### src/rtl/instr_fetch.sv
// instr_fetch: in-order instruction fetch unit with a 2-entry decode FIFO.
//
// Issues word-aligned fetch requests from a fetch PC, tracks outstanding
// requests against a 2-credit budget so the FIFO can never overflow, and
// discards responses that belong to requests issued before a redirect.
//
// Ports:
//   clk_in, rst_in                    clock, synchronous active-high reset
//   imem_req_out/imem_addr_out        fetch request and word address
//   imem_gnt_in                       request accepted when req & gnt
//   imem_rvalid_in/imem_rdata_in      in-order response
//   redirect_in/redirect_pc_in        branch/jump redirect and target
//   instr_out/pc_out/instr_valid_out  FIFO head presented to decode
//   instr_ready_in                    decode ready (transfer on valid & ready)
//   fetch_err_out                     misaligned redirect target flag
//
// Configuration: define FRISCV_FETCH_MISALIGN_EN to enable misaligned-target
// detection (adds fetch_err_out). Without it, redirect_pc_in[1:0] is ignored.
module instr_fetch #(
  parameter int unsigned     ARCH         = 32,
  parameter logic [ARCH-1:0] RESET_VECTOR = '0
) (
  input  logic            clk_in,
  input  logic            rst_in,
  output logic            imem_req_out,
  output logic [ARCH-1:0] imem_addr_out,
  input  logic            imem_gnt_in,
  input  logic            imem_rvalid_in,
  input  logic [ARCH-1:0] imem_rdata_in,
  input  logic            redirect_in,
  input  logic [ARCH-1:0] redirect_pc_in,
  output logic [ARCH-1:0] instr_out,
  output logic [ARCH-1:0] pc_out,
  output logic            instr_valid_out,
  input  logic            instr_ready_in
`ifdef FRISCV_FETCH_MISALIGN_EN
  ,
  output logic            fetch_err_out
`endif
);

  localparam int unsigned CNT_W = 2;
  localparam int unsigned SUM_W = 3;

  // Fetch PC, credit counters and FIFO storage
  logic [ARCH-1:0]  r_fpc;
  logic [CNT_W-1:0] r_outst;
  logic [CNT_W-1:0] r_disc;
  logic [CNT_W-1:0] r_cnt;
  logic             r_rd_ptr;
  logic             r_wr_ptr;
  logic [ARCH-1:0]  r_fifo_pc    [2];
  logic [ARCH-1:0]  r_fifo_instr [2];

  logic             w_err;
  logic             w_misalign;
  logic [ARCH-1:0]  w_target;
  logic             w_valid;
  logic             w_pop;
  logic [SUM_W-1:0] w_used;
  logic             w_req;
  logic             w_acc;
  logic             w_rsp_drop;
  logic             w_rsp_keep;
  logic [SUM_W-1:0] w_inflight;
  logic [ARCH-1:0]  w_rsp_pc;

`ifdef FRISCV_FETCH_MISALIGN_EN
  logic r_err;

  assign w_err       = r_err & ~rst_in;
  assign w_misalign  = redirect_in & (redirect_pc_in[1:0] != 2'b00);
  assign w_target    = redirect_pc_in;
  assign fetch_err_out = w_err;
`else
  assign w_err       = 1'b0;
  assign w_misalign  = 1'b0;
  assign w_target    = redirect_pc_in & ~ARCH'(3);
`endif

  // Decode handshake on the FIFO head
  assign w_valid = ~rst_in & (r_cnt != '0);
  assign w_pop   = w_valid & instr_ready_in;

  // Credit rule: outstanding + pending discards + occupancy after this
  // cycle's pop must stay below 2. That sum never grows without a grant,
  // so a raised request stays raised until it is granted or redirected.
  assign w_used = SUM_W'(r_outst) + SUM_W'(r_disc) + SUM_W'(r_cnt) - SUM_W'(w_pop);
  assign w_req  = ~rst_in & ~redirect_in & ~w_err & (w_used < SUM_W'(2));
  assign w_acc  = w_req & imem_gnt_in;

  // Responses pay off discards first, then live requests
  assign w_rsp_drop = imem_rvalid_in & (r_disc != '0);
  assign w_rsp_keep = imem_rvalid_in & (r_disc == '0) & (r_outst != '0);

  // Live requests are consecutive words, so the oldest one sits
  // outstanding*4 bytes behind the fetch PC.
  assign w_rsp_pc = r_fpc - (ARCH'(r_outst) << 2);

  // Requests still in flight after this cycle, all discarded on redirect
  assign w_inflight = SUM_W'(r_outst) + SUM_W'(r_disc) + SUM_W'(w_acc)
                    - SUM_W'(w_rsp_drop | w_rsp_keep);

  // Outputs
  assign imem_req_out    = w_req;
  assign imem_addr_out   = r_fpc;
  assign instr_valid_out = w_valid;
  assign instr_out       = w_valid ? r_fifo_instr[r_rd_ptr] : '0;
  assign pc_out          = w_err   ? r_fpc :
                           w_valid ? r_fifo_pc[r_rd_ptr] : '0;

  // Fetch PC and credit counters
  always_ff @(posedge clk_in) begin
    if (rst_in) begin
      r_fpc   <= RESET_VECTOR;
      r_outst <= '0;
      r_disc  <= '0;
    end else if (redirect_in) begin
      r_fpc   <= w_target;
      r_outst <= '0;
      r_disc  <= CNT_W'(w_inflight);
    end else begin
      if (w_acc) r_fpc <= r_fpc + ARCH'(4);
      r_outst <= r_outst + CNT_W'(w_acc) - CNT_W'(w_rsp_keep);
      if (w_rsp_drop) r_disc <= r_disc - CNT_W'(1);
    end
  end

`ifdef FRISCV_FETCH_MISALIGN_EN
  // Error latches on a misaligned redirect, clears on an aligned one
  always_ff @(posedge clk_in) begin
    if (rst_in) begin
      r_err <= 1'b0;
    end else if (redirect_in) begin
      r_err <= w_misalign;
    end
  end
`else
  logic w_unused;
  assign w_unused = w_misalign;
`endif

  // Decode FIFO control; redirect flushes and wins over push and pop
  always_ff @(posedge clk_in) begin
    if (rst_in || redirect_in) begin
      r_cnt    <= '0;
      r_rd_ptr <= 1'b0;
      r_wr_ptr <= 1'b0;
    end else begin
      if (w_rsp_keep) r_wr_ptr <= ~r_wr_ptr;
      if (w_pop)      r_rd_ptr <= ~r_rd_ptr;
      r_cnt <= r_cnt + CNT_W'(w_rsp_keep) - CNT_W'(w_pop);
    end
  end

  // Decode FIFO storage
  always_ff @(posedge clk_in) begin
    if (rst_in) begin
      r_fifo_pc[0]    <= '0;
      r_fifo_pc[1]    <= '0;
      r_fifo_instr[0] <= '0;
      r_fifo_instr[1] <= '0;
    end else if (w_rsp_keep && !redirect_in) begin
      r_fifo_pc[r_wr_ptr]    <= w_rsp_pc;
      r_fifo_instr[r_wr_ptr] <= imem_rdata_in;
    end
  end

endmodule

### config.mk
export PLATFORM = sky130hd
export DESIGN_NAME = instr_fetch
export DESIGN_NICKNAME = d
export VERILOG_FILES = /design/src/rtl/instr_fetch.sv
export SDC_FILE = /design/constraint.sdc
export NUM_CORES = 1
export LEC_CHECK = 0
export ABC_AREA = 1
export BUFFER_PORTS_ARGS = -buffer_cell sky130_fd_sc_hd__buf_2
export CAP_MARGIN = 20
export CORE_MARGIN = 2
export CORE_UTILIZATION = 34
export CTS_CLUSTER_DIAMETER = 200
export DETAILED_ROUTE_END_ITERATION = 8
export PLACE_DENSITY = 0.64
export SETUP_SLACK_MARGIN = 0.3
export SYNTH_ARGS = -nofsm -noshare
export SYNTH_HDL_FRONTEND = slang
export SYNTH_SLANG_ARGS = --single-unit
export TNS_END_PERCENT = 100
### constraint.sdc
create_clock -name clk_in -period 9.72 [get_ports clk_in]
set_input_delay 1.944 -clock clk_in [delete_from_list [all_inputs] [get_ports clk_in]]
set_output_delay 1.944 -clock clk_in [all_outputs]
set_load 0.05 [all_outputs]
Word level (Yosys, flattened, before mapping)
Memory sizes are Yosys's and may differ from the RTL's. A register that Yosys moved wholly into a read port is not among the register bits. Index checks and enable logic that the tools add are counted.

Register bits: 40. RAM bits: 128. Input port bits: 70. Output and inout bits: 98. Logic and storage cells: 68. Memories: 2.

Memories: r_fifo_instr (depth 2, bits a word 32, rd ports 1, clocked after Yosys merged registers in 1, wr ports 2, RTL line 53) `logic [ARCH-1:0] r_fifo_instr [2];`; r_fifo_pc (depth 2, bits a word 32, rd ports 1, clocked after Yosys merged registers in 1, wr ports 2, RTL line 52) `logic [ARCH-1:0] r_fifo_pc [2];`.

Add/subtract/negate cells: 12. $lt $le $gt $ge: 1. Multiplexer cells: 21. Bitwise logic cells: 13. Reductions and logical operators: 12.

Operator list (number): $mux 32 (6); $reduce_or 32->1 (2); $add 32x3->32 const B (1); $sub 32x4->32 (1); $mux 1 (13); $reduce_bool 2->1 (5); $and 1x1->1 (8); $add 2x1->2 (3); $sub 2x1->2 (3); $mux 2 (2); $not 1->1 (4); $add 2x2->3 (1); $add 3x2->3 (1); $lt 3x2->1 const B (1); $sub 3x1->3 (1); $logic_not 2->1 (1); $reduce_or 2->1 (1); $sub 2x1->2 const B (1); $logic_and 1x1->1 (1); $logic_not 1->1 (1); $logic_or 1x1->1 (1); $or 1x1->1 (1).

Logic depth before layout (Yosys ltp)
Depth after elaboration: 10. Mapped depth: 19. Mapped depth without buffers: 18.

Least setup slack after synthesis
Ideal clock, no wire load.

Kind: input -> output. Start point: input port rst_in. End point: output port imem_req_out. Arrival time: 3.784 ns. Data required time: 7.776 ns. Slack: 3.992 ns. Stages on the path: 13. Path buffers: 0. Path through: inv_2 > o21ai_0 > inv_2 > nand2_1 > inv_1 > ha_1 > inv_1 > nand2_1 > fa_1 > inv_1 > nor2_2 > nand3_1 > inv_1.

Cells in the longest elaborated chain, start to end: 6. Elaborated cells on any way between the ends: 7. Classes of those cells: add/sub: 1; order compare: 1; bitwise: 5.

RTL lines: from (decl) (RTL line 24) `input logic rst_in,`; $not 1->1 (RTL line 82) `assign w_valid = ~rst_in & (r_cnt != '0);`; $and 1x1->1 (RTL line 82); $and 1x1->1 (RTL line 83) `assign w_pop = w_valid & instr_ready_in;`; via w_pop (RTL line 59) `logic w_pop;`; $sub 3x1->3 (RTL line 88) `assign w_used = SUM_W'(r_outst) + SUM_W'(r_disc) + SUM_W'(r_cnt) - SUM_W'(w_pop);`; $lt 3x2->1 (RTL line 89) `assign w_req = ~rst_in & ~redirect_in & ~w_err & (w_used < SUM_W'(2));`; $and 1x1->1 (RTL line 89); to (decl) (RTL line 25) `output logic imem_req_out,`.

The timed path passes the listed nets, and every way through them passes these cells.

Final worst setup path
Same ends and word-level chain as after synthesis.

==> impl_metrics.toml <==
[power]
ir_drop_mv = 0.104
p_sw_uw = 463
intPower_mw = 1.22
sequentialPowerShare_pct = 47.5
leakage_nw = 5.39
power_frac_clock_pct = 40.8
combPwrFrac_pct = 11.7
power.density_nw_per_um2 = 152
swShare_pct = 27.5
finalPower_mw = 1.68

[detailed_routing]
viasPerCell = 4.61
ant_nets = 0
vias = 7653
wl_per_cell_um = 14.3
routed_wl_um = 23800
drcViolationCount = 0
detail_route.iter0.violations = 538
dr.pass1.iters = 5

[synth]
synth_top_cell_by_area = "edfxtp_1"
synth-seq-area-share_pct = 47.7
synthMuxAreaShare_pct = 7.39
synthTopCellsByArea = "edfxtp_1, nand2_1, dfxtp_1, mux2_2, nor2_1"
synth_top_family_by_area = "simple AND/OR/NAND/NOR gates"
syn-cell-area_um2 = 9440
synth.most_common_cell = "nand2_1"
synthAdderAreaFrac_pct = 2.36
syn_inst = 1138
synthArstFlopShare_pct = 0
yosysWarnings = 0
synth_compound_area_share_pct = 3.98
syn_area_per_cell_um2 = 8.30
synth_flop_cell = "edfxtp_1"
synth_edf_count = 124
synth-xor-area-share_pct = 2.78
synth_cell_types = 37
synth-seq-cells = 163
yosys-top-cells-count = "nand2_1, nor2_1, inv_1, edfxtp_1, nand3_1"
synth_top_area_share_pct = 39.4
yosys.area_share.simple_pct = 25.4

[timing]
holdWs_ns = 0.492
fmax_mhz = 141
slew_headroom_pct = 32.5
finalCriticalPeriod_ns = 7.08
finalSetupViolations = 0
hold_viol = 0
drv_slew = 0
fin_tns_setup_ns = 0
skew_ns = 0.00721
worst_pin_slew_ns = 1.01
finalCritPeriodShare_pct = 72.9
rsz0062_at_grt = "false"

[critical_path]
critPathRequiredTime_ns = 7.78
critPathSlowestCell = "buf_4"
critPathKind = "primary input to output port"
startpoint_type = "primary input"
crit_chain = "buf_2, inv_2, o21ai_0, inv_2, buf_4, nand2_1, inv_1, ha_1, inv_1, nand2_1, fa_1, inv_1, nor2_2, nand3_1, inv_1, buf_2"
cpPeakStageDelay_ns = 0.56
end_kind = "output port"
cp_common_cell = "inv_1"
r2r_cells = 18
timing.rr.start = "r_cnt[1]$_SDFF_PP0_"
cp.arrival_ns = 5.14
reg2reg_to = "r_disc[1]$_SDFFE_PP0P_"
critPathMaxFanout = 64
rrSetupSlack_ns = 5.50

[clock_tree]
clk_pin_slew_ns = 0.07
hold_buffers = 0
insertion_delay_ns = 0.42
cts-root-buf = "clkbuf_16"
post_cts_resized = 0
cts.sinks = 163
cts_tree = "built"
post_cts_buffers = 0
htree_levels = 4
cts_buffers = 17
clk_path_buf_depth = 2

[placed_design]
gp_congestion = 0.963
place_area_um2 = 10500
dp_hpwl_um = 16100
portBuffers = 161

[floorplanning]
start_util_pct = 34.3
io_pins = 168
die_area_um2 = 29100
std_cell_rows = 61
die_h_um = 171
dieWidth_um = 171
coreArea_um2 = 27600

[global_route]
grt_overflow = 0
grt_max_degree = 65
grt_use_total_pct = 16.6
grt_pass1_vias = 7387
antenna_found_initial = 0
grt_pass1_wl_um = 37500

[cells_and_area]
nets = 1357
stdcell_area_um2 = 11100
drive_gt1_share_pct = 24.2
n_fill_cell = 2796
syn_to_final_growth_pct = 17.6
post-route-util_pct = 40.3
diodes = 0

[run]
drv_cap = 0

[status]
outcome = "finished clean"

[hold_path]
whs_path_depth = 2
min_path_type = "register to register"
min_from = "r_disc[1]$_SDFFE_PP0P_"
hold_end = "r_disc[1]$_SDFFE_PP0P_"
-- critical path: cells and delay by family --
kind,cells,cell delay (ns)
buffers and inverters,9,1.78
adders and majority gates,2,0.72
and+or+nand+nor,4,0.50
AOI/OAI and AO/OA,1,0.19
-- area by class of cell --
| type | count | area (um^2) | area share [%] |
|---|---|---|---|
| clock buffers | 17 | 425 | 3.83 |
| clock inverters | 14 | 168 | 1.51 |
| inverters | 183 | 687 | 6.19 |
| multi-input cells | 738 | 3990 | 35.9 |
| flip-flops and latches | 163 | 4510 | 40.6 |
| well taps | 378 | 473 | 4.26 |
| repair buffers | 168 | 858 | 7.73 |
-- power groups by stage --
| stage | clock network [mW] | registers (mW) | logic [mW] |
|---|---|---|---|
| final | 0.687 | 0.800 | 0.197 |
| after global routing | 0.727 | 0.803 | 0.221 |
| after CTS | 0.701 | 0.799 | 0.199 |
| after detailed placement | 0 | 0.815 | 0.197 |
| after global placement | 0 | 0.813 | 0.194 |
| after floorplan | 0 | 0.829 | 0.128 |
-- per-layer routing --
| layer | vias up | share of wire [%] | track usage (%) |
|---|---|---|---|
| li1 | 3865 | - | - |
| met5 | - | 0 | 0 |
| met3 | 29 | 5.5 | 3.56 |
| met1 | 3526 | 48 | 22.4 |
| met2 | 233 | 45 | 27.0 |
| met4 | 0 | 1.5 | 4.42 |
-- stage by stage --
stage	std cells	setup slack, ns
after floorplan	1141	3.99
after global placement	1630	2.59
after detailed placement	1630	2.55
after CTS	1661	2.54
after global routing	1661	2.33
final	1661	2.64
-- cells in the final DEF (no fill, tap or decap), types with 3 or more instances in the layout --
master,count
a21boi_0,3
a21oi_1,48
and2_1,3
buf_2,161
buf_4,7
clkbuf_16,17
clkinv_4,3
conb_1,4
dfxtp_1,38
edfxtp_1,124
fa_1,3
ha_1,13
inv_1,177
inv_2,6
inv_6,5
mux2_2,62
nand2_1,236
nand2_2,9
nand2_4,3
nand3_1,78
nand4_1,11
nor2_1,184
nor2_2,15
nor2_4,6
o21ai_0,12
o21ai_1,6
xnor2_1,10
xor2_1,20
-- registers in the layout (all words and copies together), names as in the netlist, named ones only --
signal	flops
r_fifo_instr	64
r_cnt	2
imem_addr_out	30
r_disc	2
r_fifo_pc	60
r_rd_ptr	1
r_wr_ptr	1
r_outst	2
-- how the worst max path moves through the flow --
| stage | start | end | cells past startpoint |
|---|---|---|---|
| floorplan | rst_in | imem_req_out | 13 |
| global placement | rst_in | imem_req_out | 16 |
| detailed placement | rst_in | imem_req_out | 16 |
| CTS | rst_in | imem_req_out | 16 |
| global route | rst_in | imem_req_out | 16 |
| finish | rst_in | imem_req_out | 16 |
-- kinds of logic (layout without fill, tap and decap cells) --
kind of cell    Yosys count  in the layout
compound gates           72             72
xor+xnor                 30             30
fa+ha+maj                16             16
buf+inv                 240            382
flops                   163            163
mux                      62             62
other cells               1              4
simple gates            554            554
Note: power is estimated with default switching activity, not from simulation.
